--- config.mk ---
export PLATFORM = sky130hd
export DESIGN_NAME = mips_multicycle_control
export DESIGN_NICKNAME = d
export VERILOG_FILES = /design/src/rtl/mips_ctrl_pkg.sv /design/src/rtl/mips_decode.sv /design/src/rtl/mips_multicycle_control.sv
export SDC_FILE = /design/constraint.sdc
export NUM_CORES = 1
export LEC_CHECK = 0
export BUFFER_PORTS_ARGS = -buffer_cell sky130_fd_sc_hd__buf_2
export CAP_MARGIN = 0
export CORE_UTILIZATION = 51
export DETAILED_ROUTE_END_ITERATION = 12
export PLACE_DENSITY = 0.88
export SETUP_SLACK_MARGIN = 0.02
export SLEW_MARGIN = 20
export SYNTH_ARGS = -nofsm -noshare
export SYNTH_HDL_FRONTEND = slang
export SYNTH_HIERARCHICAL = 1
export SYNTH_SLANG_ARGS = --single-unit
--- constraint.sdc ---
create_clock -name clk -period 3.9 [get_ports clk]
set_clock_uncertainty 0.05 [all_clocks]
set_input_delay 0.39 -clock clk [delete_from_list [all_inputs] [get_ports clk]]
set_output_delay 0.39 -clock clk [all_outputs]
set_load 0.02 [all_outputs]
--- src/rtl/mips_ctrl_pkg.sv ---
// Shared types for the multi-cycle MIPS control unit: FSM states, opcode,
// funct and REGIMM rt codes, alu_op / pc_sel encodings and the static
// decode record produced by mips_decode.
package mips_ctrl_pkg;

    typedef enum logic [2:0] {
        ST_FETCH  = 3'd0,
        ST_EXEC   = 3'd1,
        ST_MEM    = 3'd2,
        ST_MULDIV = 3'd3,
        ST_HALTED = 3'd4
    } state_t;

    // Instruction class, drives the EXEC/MEM/MULDIV sequencing
    typedef enum logic [3:0] {
        IC_NOP    = 4'd0,
        IC_ALU    = 4'd1,
        IC_LOAD   = 4'd2,
        IC_STORE  = 4'd3,
        IC_MULDIV = 4'd4,
        IC_MTHI   = 4'd5,
        IC_MTLO   = 4'd6,
        IC_BRANCH = 4'd7,
        IC_JUMP   = 4'd8
    } iclass_t;

    // Opcodes
    localparam logic [5:0] OP_SPECIAL = 6'd0;
    localparam logic [5:0] OP_REGIMM  = 6'd1;
    localparam logic [5:0] OP_J       = 6'd2;
    localparam logic [5:0] OP_JAL     = 6'd3;
    localparam logic [5:0] OP_BEQ     = 6'd4;
    localparam logic [5:0] OP_BNE     = 6'd5;
    localparam logic [5:0] OP_BLEZ    = 6'd6;
    localparam logic [5:0] OP_BGTZ    = 6'd7;
    localparam logic [5:0] OP_ADDI    = 6'd8;
    localparam logic [5:0] OP_ADDIU   = 6'd9;
    localparam logic [5:0] OP_SLTI    = 6'd10;
    localparam logic [5:0] OP_SLTIU   = 6'd11;
    localparam logic [5:0] OP_ANDI    = 6'd12;
    localparam logic [5:0] OP_ORI     = 6'd13;
    localparam logic [5:0] OP_XORI    = 6'd14;
    localparam logic [5:0] OP_LUI     = 6'd15;
    localparam logic [5:0] OP_LB      = 6'd32;
    localparam logic [5:0] OP_LH      = 6'd33;
    localparam logic [5:0] OP_LW      = 6'd35;
    localparam logic [5:0] OP_LBU     = 6'd36;
    localparam logic [5:0] OP_LHU     = 6'd37;
    localparam logic [5:0] OP_SB      = 6'd40;
    localparam logic [5:0] OP_SH      = 6'd41;
    localparam logic [5:0] OP_SW      = 6'd43;

    // SPECIAL funct codes
    localparam logic [5:0] F_SLL   = 6'd0;
    localparam logic [5:0] F_SRL   = 6'd2;
    localparam logic [5:0] F_SRA   = 6'd3;
    localparam logic [5:0] F_SLLV  = 6'd4;
    localparam logic [5:0] F_SRLV  = 6'd6;
    localparam logic [5:0] F_SRAV  = 6'd7;
    localparam logic [5:0] F_JR    = 6'd8;
    localparam logic [5:0] F_JALR  = 6'd9;
    localparam logic [5:0] F_MFHI  = 6'd16;
    localparam logic [5:0] F_MTHI  = 6'd17;
    localparam logic [5:0] F_MFLO  = 6'd18;
    localparam logic [5:0] F_MTLO  = 6'd19;
    localparam logic [5:0] F_MULT  = 6'd24;
    localparam logic [5:0] F_MULTU = 6'd25;
    localparam logic [5:0] F_DIV   = 6'd26;
    localparam logic [5:0] F_DIVU  = 6'd27;
    localparam logic [5:0] F_ADD   = 6'd32;
    localparam logic [5:0] F_ADDU  = 6'd33;
    localparam logic [5:0] F_SUB   = 6'd34;
    localparam logic [5:0] F_SUBU  = 6'd35;
    localparam logic [5:0] F_AND   = 6'd36;
    localparam logic [5:0] F_OR    = 6'd37;
    localparam logic [5:0] F_XOR   = 6'd38;
    localparam logic [5:0] F_NOR   = 6'd39;
    localparam logic [5:0] F_SLT   = 6'd42;
    localparam logic [5:0] F_SLTU  = 6'd43;

    // REGIMM rt (b_code) values
    localparam logic [4:0] B_BLTZ   = 5'd0;
    localparam logic [4:0] B_BGEZ   = 5'd1;
    localparam logic [4:0] B_BLTZAL = 5'd16;
    localparam logic [4:0] B_BGEZAL = 5'd17;

    // alu_op encodings
    localparam logic [1:0] ALU_ADD   = 2'd0;
    localparam logic [1:0] ALU_SUB   = 2'd1;
    localparam logic [1:0] ALU_FUNCT = 2'd2;
    localparam logic [1:0] ALU_LOGIC = 2'd3;

    // pc_sel encodings
    localparam logic [1:0] PC_SEQ    = 2'd0;
    localparam logic [1:0] PC_BRANCH = 2'd1;
    localparam logic [1:0] PC_JUMP   = 2'd2;
    localparam logic [1:0] PC_REG    = 2'd3;

    typedef struct packed {
        iclass_t    iclass;
        logic       link;       // writes PC+8 in EXEC
        logic [1:0] target_sel; // pc_sel to defer into the delay slot
        logic       rd_select;
        logic       link_sel;
        logic       imdt_sel;
        logic [1:0] alu_op;
        logic       alu_src;
    } ctrl_t;

    // Decode record for an unknown / no-op instruction
    function automatic ctrl_t ctrl_nop();
        ctrl_t c;
        c.iclass     = IC_NOP;
        c.link       = 1'b0;
        c.target_sel = PC_SEQ;
        c.rd_select  = 1'b0;
        c.link_sel   = 1'b0;
        c.imdt_sel   = 1'b0;
        c.alu_op     = ALU_ADD;
        c.alu_src    = 1'b0;
        return c;
    endfunction

endpackage

--- src/rtl/mips_decode.sv ---
// Purely combinational instruction decoder.
// Ports:
//   opcode_i  IR[31:26]
//   rt_i      IR[20:16] (REGIMM branch code)
//   funct_i   IR[5:0]
//   ctrl_o    static decode fields and instruction class
module mips_decode
    import mips_ctrl_pkg::*;
(
    input  logic [5:0] opcode_i,
    input  logic [4:0] rt_i,
    input  logic [5:0] funct_i,
    output ctrl_t      ctrl_o
);

    always_comb begin
        ctrl_o = ctrl_nop();
        case (opcode_i)
            OP_SPECIAL: begin
                ctrl_o.rd_select = 1'b1;
                ctrl_o.alu_op    = ALU_FUNCT;
                case (funct_i)
                    F_SLL, F_SRL, F_SRA, F_SLLV, F_SRLV, F_SRAV,
                    F_MFHI, F_MFLO, F_ADD, F_ADDU, F_SUB, F_SUBU,
                    F_AND, F_OR, F_XOR, F_NOR, F_SLT, F_SLTU:
                        ctrl_o.iclass = IC_ALU;
                    F_JR: begin
                        ctrl_o.iclass     = IC_JUMP;
                        ctrl_o.target_sel = PC_REG;
                    end
                    F_JALR: begin
                        ctrl_o.iclass     = IC_JUMP;
                        ctrl_o.target_sel = PC_REG;
                        ctrl_o.link       = 1'b1;
                        ctrl_o.link_sel   = 1'b1;
                    end
                    F_MTHI: ctrl_o.iclass = IC_MTHI;
                    F_MTLO: ctrl_o.iclass = IC_MTLO;
                    F_MULT, F_MULTU, F_DIV, F_DIVU:
                        ctrl_o.iclass = IC_MULDIV;
                    default: ctrl_o.iclass = IC_NOP;
                endcase
            end
            OP_REGIMM: begin
                ctrl_o.alu_op     = ALU_SUB;
                ctrl_o.target_sel = PC_BRANCH;
                case (rt_i)
                    B_BLTZ, B_BGEZ: ctrl_o.iclass = IC_BRANCH;
                    B_BLTZAL, B_BGEZAL: begin
                        ctrl_o.iclass   = IC_BRANCH;
                        ctrl_o.link     = 1'b1;
                        ctrl_o.link_sel = 1'b1;
                    end
                    default: ctrl_o.iclass = IC_NOP;
                endcase
            end
            OP_J: begin
                ctrl_o.iclass     = IC_JUMP;
                ctrl_o.target_sel = PC_JUMP;
            end
            OP_JAL: begin
                ctrl_o.iclass     = IC_JUMP;
                ctrl_o.target_sel = PC_JUMP;
                ctrl_o.link       = 1'b1;
                ctrl_o.link_sel   = 1'b1;
            end
            OP_BEQ, OP_BNE, OP_BLEZ, OP_BGTZ: begin
                ctrl_o.iclass     = IC_BRANCH;
                ctrl_o.alu_op     = ALU_SUB;
                ctrl_o.target_sel = PC_BRANCH;
            end
            OP_ADDI, OP_ADDIU: begin
                ctrl_o.iclass  = IC_ALU;
                ctrl_o.alu_src = 1'b1;
            end
            OP_SLTI, OP_SLTIU: begin
                ctrl_o.iclass  = IC_ALU;
                ctrl_o.alu_op  = ALU_SUB;
                ctrl_o.alu_src = 1'b1;
            end
            OP_ANDI, OP_ORI, OP_XORI, OP_LUI: begin
                ctrl_o.iclass   = IC_ALU;
                ctrl_o.alu_op   = ALU_LOGIC;
                ctrl_o.alu_src  = 1'b1;
                ctrl_o.imdt_sel = 1'b1;
            end
            OP_LB, OP_LH, OP_LW, OP_LBU, OP_LHU: begin
                ctrl_o.iclass  = IC_LOAD;
                ctrl_o.alu_src = 1'b1;
            end
            OP_SB, OP_SH, OP_SW: begin
                ctrl_o.iclass  = IC_STORE;
                ctrl_o.alu_src = 1'b1;
            end
            default: ctrl_o = ctrl_nop();
        endcase
    end

endmodule

--- src/rtl/mips_multicycle_control.sv ---
// Multi-cycle MIPS control FSM: sequences FETCH -> EXEC -> (MEM | MULDIV)
// and issues datapath strobes, with branch delay slots, halt on a PC write
// of zero and a bus wait-limit fault.
// Optional build macro: MULDIV_FIXED_LATENCY_EN (MULDIV exits after exactly
// MULDIV_CYCLES cycles, muldiv_done ignored).
// Ports:
//   clk, reset_n                  clock, async active-low reset
//   instr_word                    fetch read data (decode fields kept locally)
//   mem_waitrequest               bus stall for instruction/data requests
//   branch_cond, next_pc_zero     datapath status
//   muldiv_done                   multiply/divide result valid
//   active, bus_fault             run status (registered)
//   instr_read..lo_wren           strobes decoded from registered state
//   rd_select..alu_src, pc_sel    static decode from the IR / delay register
module mips_multicycle_control
    import mips_ctrl_pkg::*;
#(
    parameter int unsigned MULDIV_CYCLES = 32,
    parameter int unsigned MEM_WAIT_MAX  = 255
) (
    input  logic        clk,
    input  logic        reset_n,
    input  logic [31:0] instr_word,
    input  logic        mem_waitrequest,
    input  logic        branch_cond,
    input  logic        next_pc_zero,
    input  logic        muldiv_done,
    output logic        active,
    output logic        bus_fault,
    output logic        instr_read,
    output logic        data_read,
    output logic        data_write,
    output logic        ir_wren,
    output logic        pc_wren,
    output logic [1:0]  pc_sel,
    output logic        reg_write_enable,
    output logic        rd_select,
    output logic        link_sel,
    output logic        imdt_sel,
    output logic [1:0]  alu_op,
    output logic        alu_src,
    output logic        muldiv_start,
    output logic        hi_wren,
    output logic        lo_wren
);

    localparam logic [7:0] WAIT_LAST =
        (MEM_WAIT_MAX == 0) ? 8'd0 : 8'(MEM_WAIT_MAX - 1);

    state_t     state_q, state_d;
    logic       active_q, active_d;
    logic       bus_fault_q, bus_fault_d;
    logic       delay_valid_q, delay_valid_d;
    logic [1:0] delay_sel_q, delay_sel_d;
    logic [7:0] wait_cnt_q, wait_cnt_d;
    logic [5:0] opcode_q, funct_q;
    logic [4:0] rt_q;
    ctrl_t      ctrl;
    logic       set_delay;
    logic       wait_limit;
    logic       muldiv_exit;

    // Only the fields the decoder needs are kept; the datapath owns the full IR
    logic unused_instr_bits;
    assign unused_instr_bits = ^{instr_word[25:21], instr_word[15:6]};

    mips_decode u_decode (
        .opcode_i (opcode_q),
        .rt_i     (rt_q),
        .funct_i  (funct_q),
        .ctrl_o   (ctrl)
    );

    assign rd_select = ctrl.rd_select;
    assign link_sel  = ctrl.link_sel;
    assign imdt_sel  = ctrl.imdt_sel;
    assign alu_op    = ctrl.alu_op;
    assign alu_src   = ctrl.alu_src;
    assign active    = active_q;
    assign bus_fault = bus_fault_q;
    // A pending delay-slot target applies to the next PC write
    assign pc_sel    = delay_valid_q ? delay_sel_q : PC_SEQ;

`ifdef MULDIV_FIXED_LATENCY_EN
    localparam logic [7:0] MD_LAST = 8'(MULDIV_CYCLES - 1);
    logic [7:0] md_cnt_q, md_cnt_d;
    logic       unused_muldiv_done;

    assign unused_muldiv_done = muldiv_done;
    assign md_cnt_d    = (state_q == ST_MULDIV) ? md_cnt_q + 8'd1 : 8'd0;
    assign muldiv_exit = (state_q == ST_MULDIV) && (md_cnt_q == MD_LAST);

    always_ff @(posedge clk or negedge reset_n) begin
        if (!reset_n) md_cnt_q <= 8'd0;
        else          md_cnt_q <= md_cnt_d;
    end
`else
    // muldiv_done is registered; HI/LO are written the cycle after it
    logic       done_seen_q, done_seen_d;
    logic [7:0] unused_cfg;

    assign unused_cfg  = 8'(MULDIV_CYCLES);
    assign done_seen_d = (state_q == ST_MULDIV) && !done_seen_q && muldiv_done;
    assign muldiv_exit = (state_q == ST_MULDIV) && done_seen_q;

    always_ff @(posedge clk or negedge reset_n) begin
        if (!reset_n) done_seen_q <= 1'b0;
        else          done_seen_q <= done_seen_d;
    end
`endif

    // State and status registers
    always_ff @(posedge clk or negedge reset_n) begin
        if (!reset_n) begin
            state_q       <= ST_FETCH;
            active_q      <= 1'b0;
            bus_fault_q   <= 1'b0;
            delay_valid_q <= 1'b0;
            delay_sel_q   <= PC_SEQ;
            wait_cnt_q    <= 8'd0;
        end else begin
            state_q       <= state_d;
            active_q      <= active_d;
            bus_fault_q   <= bus_fault_d;
            delay_valid_q <= delay_valid_d;
            delay_sel_q   <= delay_sel_d;
            wait_cnt_q    <= wait_cnt_d;
        end
    end

    // Local copy of the IR decode fields
    always_ff @(posedge clk or negedge reset_n) begin
        if (!reset_n) begin
            opcode_q <= 6'd0;
            rt_q     <= 5'd0;
            funct_q  <= 6'd0;
        end else if (ir_wren) begin
            opcode_q <= instr_word[31:26];
            rt_q     <= instr_word[20:16];
            funct_q  <= instr_word[5:0];
        end
    end

    // Next state and strobes
    always_comb begin
        state_d          = state_q;
        bus_fault_d      = bus_fault_q;
        delay_valid_d    = delay_valid_q;
        delay_sel_d      = delay_sel_q;
        wait_cnt_d       = 8'd0;
        instr_read       = 1'b0;
        ir_wren          = 1'b0;
        data_read        = 1'b0;
        data_write       = 1'b0;
        pc_wren          = 1'b0;
        reg_write_enable = 1'b0;
        muldiv_start     = 1'b0;
        hi_wren          = 1'b0;
        lo_wren          = 1'b0;
        set_delay        = 1'b0;
        wait_limit       = (MEM_WAIT_MAX != 0) && mem_waitrequest &&
                           (wait_cnt_q == WAIT_LAST);

        case (state_q)
            ST_FETCH: begin
                // active_q low: first cycle after reset release, no request yet
                if (active_q) begin
                    instr_read = 1'b1;
                    if (mem_waitrequest) begin
                        wait_cnt_d = wait_cnt_q + 8'd1;
                        if (wait_limit) begin
                            bus_fault_d = 1'b1;
                            state_d     = ST_HALTED;
                        end
                    end else begin
                        ir_wren = 1'b1;
                        state_d = ST_EXEC;
                    end
                end
            end
            ST_EXEC: begin
                state_d = ST_FETCH;
                case (ctrl.iclass)
                    IC_ALU: begin
                        reg_write_enable = 1'b1;
                        pc_wren          = 1'b1;
                    end
                    IC_LOAD, IC_STORE: state_d = ST_MEM;
                    IC_MULDIV: begin
                        muldiv_start = 1'b1;
                        state_d      = ST_MULDIV;
                    end
                    IC_MTHI: begin
                        hi_wren = 1'b1;
                        pc_wren = 1'b1;
                    end
                    IC_MTLO: begin
                        lo_wren = 1'b1;
                        pc_wren = 1'b1;
                    end
                    IC_BRANCH: begin
                        pc_wren          = 1'b1;
                        reg_write_enable = ctrl.link;
                        set_delay        = branch_cond;
                    end
                    IC_JUMP: begin
                        pc_wren          = 1'b1;
                        reg_write_enable = ctrl.link;
                        set_delay        = 1'b1;
                    end
                    default: pc_wren = 1'b1;
                endcase
            end
            ST_MEM: begin
                data_read  = (ctrl.iclass == IC_LOAD);
                data_write = (ctrl.iclass == IC_STORE);
                if (mem_waitrequest) begin
                    wait_cnt_d = wait_cnt_q + 8'd1;
                    if (wait_limit) begin
                        bus_fault_d = 1'b1;
                        state_d     = ST_HALTED;
                    end
                end else begin
                    reg_write_enable = (ctrl.iclass == IC_LOAD);
                    pc_wren          = 1'b1;
                    state_d          = ST_FETCH;
                end
            end
            ST_MULDIV: begin
                if (muldiv_exit) begin
                    hi_wren = 1'b1;
                    lo_wren = 1'b1;
                    pc_wren = 1'b1;
                    state_d = ST_FETCH;
                end
            end
            ST_HALTED: state_d = ST_HALTED;
            default:   state_d = ST_HALTED;
        endcase

        // Every PC write consumes the pending target; a new one may replace it
        if (pc_wren) begin
            delay_valid_d = set_delay;
            delay_sel_d   = set_delay ? ctrl.target_sel : PC_SEQ;
            if (next_pc_zero) state_d = ST_HALTED;
        end

        active_d = (state_d != ST_HALTED);
    end

endmodule

==> flow_metrics.py, run 1 <==
metrics = {
    "critical_path": {
        "cp.arrival_ns": 3.29,
        "crit_start": "opcode_q[4]",
        "cp.required_ns": 3.46,
        "start_kind": "flip-flop",
        "worstPathMaxFanout": 7,
        "crit_path_end_kind": "output pin",
        "crit-reg2reg-launch": "opcode_q[4]",
        "worstSetupPathType": "flip-flop to output pin",
    },
    "routing": {
        "wl_met2_mm": 1.748,
        "routed_via_density": 5.484,
        "num_vias": 1530,
        "drt_iter0_drc": 120,
        "route.met3.wl_microns": 152,
        "wl_per_cell_microns": 12.97,
        "wl_met1_mm": 1.704,
        "drtAntennaViolNets": 0,
        "drt_first_pass_iters": 4,
        "dr.max_layer_used": "met4",
        "drc": 0,
        "wl_mm": 3.618,
    },
    "cells_and_area": {
        "syn_to_final_growth_pct": 17.27,
        "antenna_cells": 0,
        "fill_cells": 296,
        "layout-drive-gt1-share_pct": 33.48,
        "fin_area_sq_um": 2192,
        "utilization_pct": 64.18,
        "final_nets": 273,
    },
    "power": {
        "p_sw_uw": 555.2,
        "p_leak_uw": 0.001066,
        "p_per_area_nw_per_um2": 628.0,
        "p_seq_share_pct": 41.2,
        "intPower_uw": 821.4,
        "ir_drop_uv": 407.5,
        "p_comb_share_pct": 44.5,
        "p_sw_share_pct": 40.33,
        "pwr-share-clk_pct": 14.3,
    },
    "floorplan": {
        "die_h_microns": 62.54,
        "start_util_pct": 54.73,
        "die_w_microns": 62.54,
        "die_area_sq_um": 3911,
        "std_cell_rows": 21,
        "core_sq_um": 3416,
        "ios": 57,
    },
    "sta": {
        "fin_crit_sh_pct": 95.56,
        "worstMarginPinSlew_ns": 0.7544,
        "period_needed_ns": 3.727,
        "slew_headroom_pct": 49.28,
        "grt_setup_unrepaired": "no",
        "finalSetupViolCount": 0,
        "tns_ns": 0,
        "maxSlewViolCount": 0,
        "max_freq_mhz": 268.3,
        "hold_viol": 0,
    },
    "clock_tree": {
        "cts_root_buffer": "clkbuf_4",
        "htree_levels": 2,
        "cts_tree": "built",
        "cts_hold_buf": 0,
        "cts_made_buffers": 5,
        "clk_latency_ns": 0.33,
        "cts_buffer_depth": 2,
        "clkTransAtPathRegs_ns": 0.10,
        "clkSinkCount": 33,
    },
    "grt": {
        "grt_overflow_total": 0,
        "grt_start_max_net_pins": 34,
        "antenna_found_initial": 0,
        "grt_pass1_wl_mm": 5.975,
        "grt_pass1_vias": 1361,
        "track_usage_pct": 19.39,
    },
    "synth": {
        "syn_area_sq_um": 1869,
        "syn_area_per_cell_sq_um": 9.943,
        "synth.net_count": 228,
        "synth_warnings": 6,
        "syn_inst": 188,
    },
    "run_status": {
        "status": "finished, final reports clean",
    },
    "placed_design": {
        "gp_congestion": 0.9104,
        "port_buffers": 40,
        "hpwl_mm": 2.605,
        "dpl_cell_area_sq_um": 2110,
    },
    "run": {
        "drv_cap": 0,
    },
    "min_path": {
        "hold_path.class": "input pin to asynchronous set/reset pin",
    },
}
==> layout make-up <==
class                      count  area (sq um)  share of cell area, %
clock buffer                   6         51.30                  2.340
sequential                    33         825.8                  37.67
clock inverter                 1         7.507                 0.3425
tap                           46         57.56                  2.626
multi-input combinational    140         985.9                  44.98
timing repair buffer          44         230.2                  10.50
inverter                       9         33.78                  1.541
==> critical path, stage by stage, from the launching register on <==
cell	delay, ns
dfrtp_1	0.44
or3_1	0.39
or4_4	0.47
or3_4	0.43
o311ai_4	0.35
nor3b_4	0.30
a211o_1	0.13
o311a_2	0.21
inv_1	0.08
buf_2	0.16
==> power by group through the flow <==
stage | registers, uW | logic (uW) | clock network, uW
floorplan | 539 | 459 | 0
global placement | 566 | 556 | 0
detailed placement | 572 | 569 | 0
CTS | 565 | 584 | 203
global route | 590 | 674 | 215
finish | 567 | 613 | 196
==> through the flow <==
stage	hold slack [ns]	total power [uW]	worst slack, ns	std cells
finish	0.04830	1377	0.1730	279
global route	0.1012	1479	0.01004	279
CTS	0.06637	1352	0.07979	278
detailed placement	0.4035	1142	0.3412	271
global placement	0.3999	1122	0.3570	271
floorplan	0.04441	997.7	0.4457	188
==> sequential cells by signal (all words and copies together) (netlist names) <==
name,count
active,1
bus_fault,1
delay_sel_q,2
delay_valid_q,1
done_seen_q,1
funct_q,6
opcode_q,6
rt_q,4
state_q,3
wait_cnt_q,8
==> repair_timing <==
action | in CTS | in global routing
gates resized for setup | 1 | 1
setup endpoints to repair | 2 | 2
pin swaps | 0 | 1
buffers inserted | 0 | 1
==> routing by layer <==
layer  vias to the layer above  GRT usage (%)
li1                        762              -
met1                       730          24.67
met2                        36          31.93
met3                         2          5.474
met4                         0          5.814
met5                         -              0
==> path summary, 6_finish.rpt <==
path | to | slack (ns) | depth (start not counted)
setup / recovery | pc_wren | 0.17 | 9
hold / removal | opcode_q[1] | 0.05 | 1
setup reg to reg | state_q[2] | 0.66 | 9
hold reg to reg | bus_fault | 0.42 | 1
max in group asynchronous | wait_cnt_q[3] | 3.28 | 1
min in group clk | active | 0.19 | 2
==> cell usage in the layout (no fill, tap or decap), types with 6 or more instances in the layout <==
cell / n
dfrtp_1: 33
o21ai_0: 8
a21oi_1: 6
or3_1: 6
nand2_1: 15
nand2b_1: 6
mux2_2: 17
inv_1: 9
buf_2: 40
nor2_1: 19
Power figures use the tool's default switching activity.
==> inputs of run 2 (changes only) <==
--- a/config.mk
+++ b/config.mk
@@ -5,11 +5,14 @@
 export SDC_FILE = /design/constraint.sdc
 export NUM_CORES = 1
 export LEC_CHECK = 0
+export ABC_AREA = 1
 export BUFFER_PORTS_ARGS = -buffer_cell sky130_fd_sc_hd__buf_2
 export CAP_MARGIN = 0
-export CORE_UTILIZATION = 51
+export CORE_MARGIN = 10
+export CORE_UTILIZATION = 52
+export CTS_CLUSTER_DIAMETER = 150
 export DETAILED_ROUTE_END_ITERATION = 12
-export PLACE_DENSITY = 0.88
+export PLACE_DENSITY = 0.89
 export SETUP_SLACK_MARGIN = 0.02
 export SLEW_MARGIN = 20
 export SYNTH_ARGS = -nofsm -noshare
==> flow_metrics.py, run 2 <==
metrics = {
    "clock_tree": {
        "clkTransAtPathRegs_ns": 0.07,
        "postCtsSetupRepairBufs": 0,
        "post_cts_resized": 0,
        "htree_levels": 2,
        "cts_tree": "built",
        "cts_root_buffer": "clkbuf_8",
        "cts_hold_buf": 0,
        "clkSinkCount": 33,
        "clk_latency_ns": 0.28,
        "cts_buffer_depth": 2,
        "cts_made_buffers": 5,
    },
    "sta": {
        "holdWs_ns": 0.1107,
        "fin_crit_sh_pct": 71.13,
        "max_freq_mhz": 360.5,
        "finalSetupViolCount": 0,
        "grt_setup_unrepaired": "no",
        "hold_viol": 0,
        "tns_ns": 0,
        "worstMarginPinSlew_ns": 0.7251,
        "period_needed_ns": 2.774,
        "maxSlewViolCount": 0,
        "slew_headroom_pct": 51.66,
    },
    "routing": {
        "wl_per_cell_microns": 12.46,
        "drtAntennaViolNets": 0,
        "wl_mm": 4.474,
        "drc": 0,
        "num_vias": 1779,
        "routed_via_density": 4.955,
        "drt_first_pass_iters": 4,
        "drt_iter0_drc": 124,
    },
    "critical_path": {
        "cp.required_ns": 3.46,
        "worstPathMaxFanout": 6,
        "cp.arrival_ns": 2.33,
        "crit_path_end_kind": "output pin",
        "worst_r2r_path_depth": 13,
        "start_kind": "flip-flop",
        "worstSetupPathType": "flip-flop to output pin",
    },
    "synth": {
        "syn_inst": 266,
        "synth.net_count": 306,
        "synth_warnings": 6,
        "syn_area_per_cell_sq_um": 7.498,
        "syn_area_sq_um": 1994,
    },
    "power": {
        "ir_drop_uv": 201.3,
        "p_comb_share_pct": 2.9,
        "p_sw_share_pct": 20.72,
        "p_leak_uw": 0.001310,
        "intPower_uw": 509.2,
        "p_sw_uw": 133.0,
        "p_seq_share_pct": 53.3,
        "pwr-share-clk_pct": 43.8,
        "p_per_area_nw_per_um2": 276.7,
    },
    "grt": {
        "track_usage_pct": 14.15,
        "antenna_found_initial": 0,
        "gr-usage-met3_pct": 4.585,
        "use_met1_pct": 15.18,
        "grt_pass1_vias": 1743,
        "grt_start_max_net_pins": 34,
        "grt_overflow_total": 0,
        "met2_usage_pct": 25.39,
        "grt_busiest_layer": "met2",
        "grt_pass1_wl_mm": 7.527,
    },
    "floorplan": {
        "std_cell_rows": 22,
        "die_w_microns": 81.93,
        "die_h_microns": 81.93,
        "ios": 57,
        "start_util_pct": 54.07,
        "die_area_sq_um": 6713,
        "core_sq_um": 3689,
    },
    "placed_design": {
        "hpwl_mm": 3.413,
        "gp_congestion": 0.8416,
        "port_buffers": 40,
    },
    "cells_and_area": {
        "layout_commonest_cell": "nand2_1",
        "utilization_pct": 62.92,
        "largest-register": "wait_cnt_q",
        "syn_to_final_growth_pct": 16.37,
        "multiInputGateArea_sq_um": 987.2,
        "antenna_cells": 0,
        "largest_reg_flops": 8,
        "final_nets": 350,
        "layout-drive-gt1-share_pct": 22.19,
        "fill_cells": 324,
        "reg_top3": "wait_cnt_q x8, funct_q x6, opcode_q x6",
        "mostFrequentLayoutCells": "nand2_1 (95), buf_2 (40), inv_1 (33), dfrtp_1 (33), nor2_1 (30)",
        "register_area_sq_um": 825.8,
    },
    "run_status": {
        "status": "finished, final reports clean",
    },
    "run": {
        "drv_cap": 0,
    },
    "min_path": {
        "hold_path.class": "input pin to asynchronous set/reset pin",
    },
}
-- run 2: changes by cell type in the layout (fill, tap and decap cells not counted), sizes merged, moves of 6 or more --
| cell | previous run | this run |
|---|---|---|
| nand2b | 6 | 0 |
| nor2 | 19 | 35 |
| nand4 | 0 | 7 |
| nand2 | 15 | 99 |
| inv | 9 | 37 |
| or3 | 7 | 0 |
| mux2 | 17 | 0 |
| nand3 | 5 | 24 |
-- run 2: final cells by class --
| cell class | instances | share of cell area, % |
|---|---|---|
| multi-input cells | 193 | 42.53 |
| flip-flops and latches | 33 | 35.58 |
| repair buffers | 40 | 8.625 |
| inverters | 37 | 6.307 |
| clock buffers | 7 | 4.151 |
| well taps | 48 | 2.588 |
| clock inverters | 1 | 0.2156 |
-- run 2: path summary, 6_finish.rpt --
path | from | to | slack, ns
setup / recovery | opcode_q[4] | reg_write_enable | 1.13
hold / removal | reset_n | funct_q[5] | 0.11
setup reg to reg | opcode_q[4] | active | 1.81
hold reg to reg | bus_fault | bus_fault | 0.43
max in group asynchronous | reset_n | active | 3.22
min in group clk | instr_word[5] | funct_q[5] | 0.25
-- run 2: per-stage QoR --
stage               power, uW  cell area (sq um)  std cells  worst slack [ns]
detailed placement      367.8               2220        351             1.450
finish                  642.2               2321        359             1.126
global route            670.6               2321        359            0.8899
CTS                     649.6               2321        359             1.136
floorplan               350.2               1994        266             1.499
global placement        367.4               2220        351             1.472
-- run 2: routing by layer --
metal,wire [microns],vias to the layer above,share of wire [%]
met2,2242,46,50
met5,0,-,0
met1,1879,803,42
met3,279,7,6.2
li1,-,923,-
met4,73,0,1.6
-- run 2: power by group through the flow --
| stage | Clock, uW | Sequential [uW] | Combinational, uW |
|---|---|---|---|
| 2_1_floorplan | 0 | 349 | 1.46 |
| 6_report | 281 | 342 | 18.7 |
| 3_5_place_dp | 0 | 349 | 19.1 |
| 3_3_place_gp | 0 | 349 | 18.7 |
| 4_1_cts | 288 | 342 | 19.2 |
| 5_1_grt | 307 | 342 | 21.7 |
-- run 2: critical path, cell delays in order, from the launching register on --
cell,delay (ns)
dfrtp_1,0.43
nor2_4,0.21
nand2_1,0.15
nor2_1,0.19
nor2_1,0.08
nand3b_1,0.15
inv_1,0.07
or2_2,0.30
nor2_1,0.09
nand3_1,0.08
o211ai_1,0.11
buf_2,0.20
==> inputs of run 3 (changes only) <==
--- a/config.mk
+++ b/config.mk
@@ -5,14 +5,14 @@
 export SDC_FILE = /design/constraint.sdc
 export NUM_CORES = 1
 export LEC_CHECK = 0
-export ABC_AREA = 1
+export ABC_AREA = 0
 export BUFFER_PORTS_ARGS = -buffer_cell sky130_fd_sc_hd__buf_2
 export CAP_MARGIN = 0
 export CORE_MARGIN = 10
-export CORE_UTILIZATION = 52
+export CORE_UTILIZATION = 51
 export CTS_CLUSTER_DIAMETER = 150
 export DETAILED_ROUTE_END_ITERATION = 12
-export PLACE_DENSITY = 0.89
+export PLACE_DENSITY = 0.88
 export SETUP_SLACK_MARGIN = 0.02
 export SLEW_MARGIN = 20
 export SYNTH_ARGS = -nofsm -noshare
==> constraint.sdc (replaced) <==
create_clock -name clk -period 2.74 [get_ports clk]
set_clock_uncertainty 0.05 [all_clocks]
set_input_delay 0.274 -clock clk [delete_from_list [all_inputs] [get_ports clk]]
set_output_delay 0.274 -clock clk [all_outputs]
set_load 0.02 [all_outputs]
==> flow_metrics.py, run 3 (synthesized netlist as in run 1, its figures left out) <==
metrics = {
    "run": {
        "drv_cap": 0,
    },
    "critical_path": {
        "worst_path_max_delay_cell": "or4_4",
        "worstSetupPathType": "flip-flop to output pin",
        "worstPathMaxFanout": 3,
        "cp.arrival_ns": 3.10,
        "max_stage_delay_ns": 0.53,
        "crit_family": "simple AND/OR/NAND/NOR gates",
        "start_kind": "flip-flop",
        "crit_path_end_kind": "output pin",
        "critPathBufInv": 2,
        "cp.required_ns": 2.42,
        "path_cells": "or3_4 > or4_4 > buf_6 > or4_4 > o22ai_4 > nand3_1 > o21ai_0 > a32oi_1 > o32ai_4 > buf_6",
    },
    "cells_and_area": {
        "fill_cells": 226,
        "largest_reg_flops": 8,
        "fin_cells": 308,
        "reg_top3": "wait_cnt_q x8, funct_q x6, opcode_q x6",
        "final_nets": 301,
        "antenna_cells": 0,
        "syn_to_final_growth_pct": 41.77,
        "mostFrequentLayoutCells": "dfrtp_1 (33), buf_2 (32), buf_4 (26)",
        "fin_area_sq_um": 2650,
        "largest-register": "wait_cnt_q",
        "layout_commonest_cell": "dfrtp_1",
        "layout-drive-gt1-share_pct": 45.80,
    },
    "placed_design": {
        "hpwl_mm": 3.492,
        "port_buffers": 40,
        "dp.cells": 295,
        "dpl_cell_area_sq_um": 2351,
        "gp_congestion": 0.7763,
        "place_ws_ns": -0.3807,
    },
    "power": {
        "ir_drop_uv": 630.2,
        "p_per_area_nw_per_um2": 964.2,
        "power_uw": 2555,
        "p_leak_uw": 0.001257,
    },
    "clock_tree": {
        "cts_hold_buf": 0,
        "htree_levels": 2,
        "cts_root_buffer": "clkbuf_8",
        "cts_tree": "built",
        "cts_buffer_depth": 2,
        "clk_latency_ns": 0.29,
        "cts_made_buffers": 5,
        "clkSinkCount": 33,
        "clkTransAtPathRegs_ns": 0.06,
    },
    "grt": {
        "grt_pass1_vias": 1809,
        "track_usage_pct": 15.84,
        "antenna_found_initial": 0,
        "grt_overflow_total": 0,
        "grt_start_max_net_pins": 34,
        "grt_pass1_wl_mm": 8.252,
    },
    "routing": {
        "routed_via_density": 5.532,
        "drtAntennaViolNets": 0,
        "num_vias": 1704,
        "drc": 0,
        "drt_first_pass_iters": 4,
        "drt_iter0_drc": 81,
        "wl_per_cell_microns": 16.37,
        "wl_mm": 5.041,
    },
    "floorplan": {
        "die_w_microns": 80.54,
        "die_h_microns": 80.54,
        "ios": 57,
        "start_util_pct": 54.31,
        "die_area_sq_um": 6487,
        "core_sq_um": 3442,
        "std_cell_rows": 21,
    },
    "sta": {
        "hold_viol": 28,
        "holdWs_ns": -0.009068,
        "grt_setup_unrepaired": "yes",
        "worstMarginPinSlew_ns": 0.7196,
        "maxSlewViolCount": 0,
        "slew_headroom_pct": 52.03,
        "max_freq_mhz": 292.5,
        "finalSetupViolCount": 14,
        "fin_crit_sh_pct": 124.8,
        "worst_slack_ns": -0.6793,
        "period_needed_ns": 3.419,
    },
    "run_status": {
        "violations": "hold timing, setup timing",
        "status": "complete, but fails checks",
    },
    "min_path": {
        "hold_path.class": "input pin to asynchronous set/reset pin",
    },
}
[run 3: per-stage QoR]
| step | utilization [%] | setup TNS, ns |
|---|---|---|
| finish | 76.99 | -5.027 |
| global route | 76.99 | -5.969 |
| CTS | 74.99 | -5.423 |
| detailed placement | 68.30 | -3.215 |
| global placement | 68.30 | -2.661 |
| floorplan | - | -2.444 |
[run 3: final timing paths]
kind	start	end	slack, ns	cells after the start
min	reset_n	funct_q[1]	-0.009	1
max reg2reg	opcode_q[3]	delay_sel_q[1]	-0.40	12
min reg2reg	bus_fault	bus_fault	0.42	1
max in group asynchronous	reset_n	delay_valid_q	2.19	1
min in group clk	next_pc_zero	active	0.13	2
max	opcode_q[3]	reg_write_enable	-0.68	10
[run 3: cell type report]
class | instances | area, sq um | area share (%)
clock buffer | 7 | 86.33 | 3.258
clock inverter | 1 | 30.03 | 1.133
inverter | 9 | 36.28 | 1.369
multi-input combinational | 140 | 1101 | 41.55
sequential | 33 | 825.8 | 31.16
tap | 46 | 57.56 | 2.172
timing repair buffer | 72 | 513.0 | 19.36
[run 3: worst reg2reg max path, delay by kind of cell (launching register included)]
family                 cells  cell delay [ns]
AOI/OAI and AO/OA          3             0.55
buffers and inverters      4             0.52
DFF                        1             0.39
and+or+nand+nor            5             1.52
[run 3: timing repair]
| action | CTS | global route |
|---|---|---|
| endpoints found under the hold margin | 0 | 0 |
| pin swaps | 7 | 12 |
| gates resized for setup | 22 | 14 |
| endpoints found under the setup margin | 14 | 15 |
| buffers inserted | 4 | 1 |
[run 3: power breakdown]
part | internal (uW) | total [uW] | switching (uW) | leakage (uW)
combinational | 652 | 1350 | 701 | 0.000773
sequential | 625 | 735 | 110 | 0.000426
clock | 296 | 468 | 171 | 0.0000585
total | 1570 | 2560 | 982 | 0.00126
[run 3: metal layers]
| layer | vias to the layer above | GRT usage (%) | routed length (microns) |
|---|---|---|---|
| met5 | - | 0 | 0 |
| met4 | 0 | 9.331 | 208 |
| li1 | 821 | - | - |
| met1 | 813 | 17.35 | 1958 |
| met3 | 19 | 4.566 | 282 |
| met2 | 51 | 26.51 | 2592 |
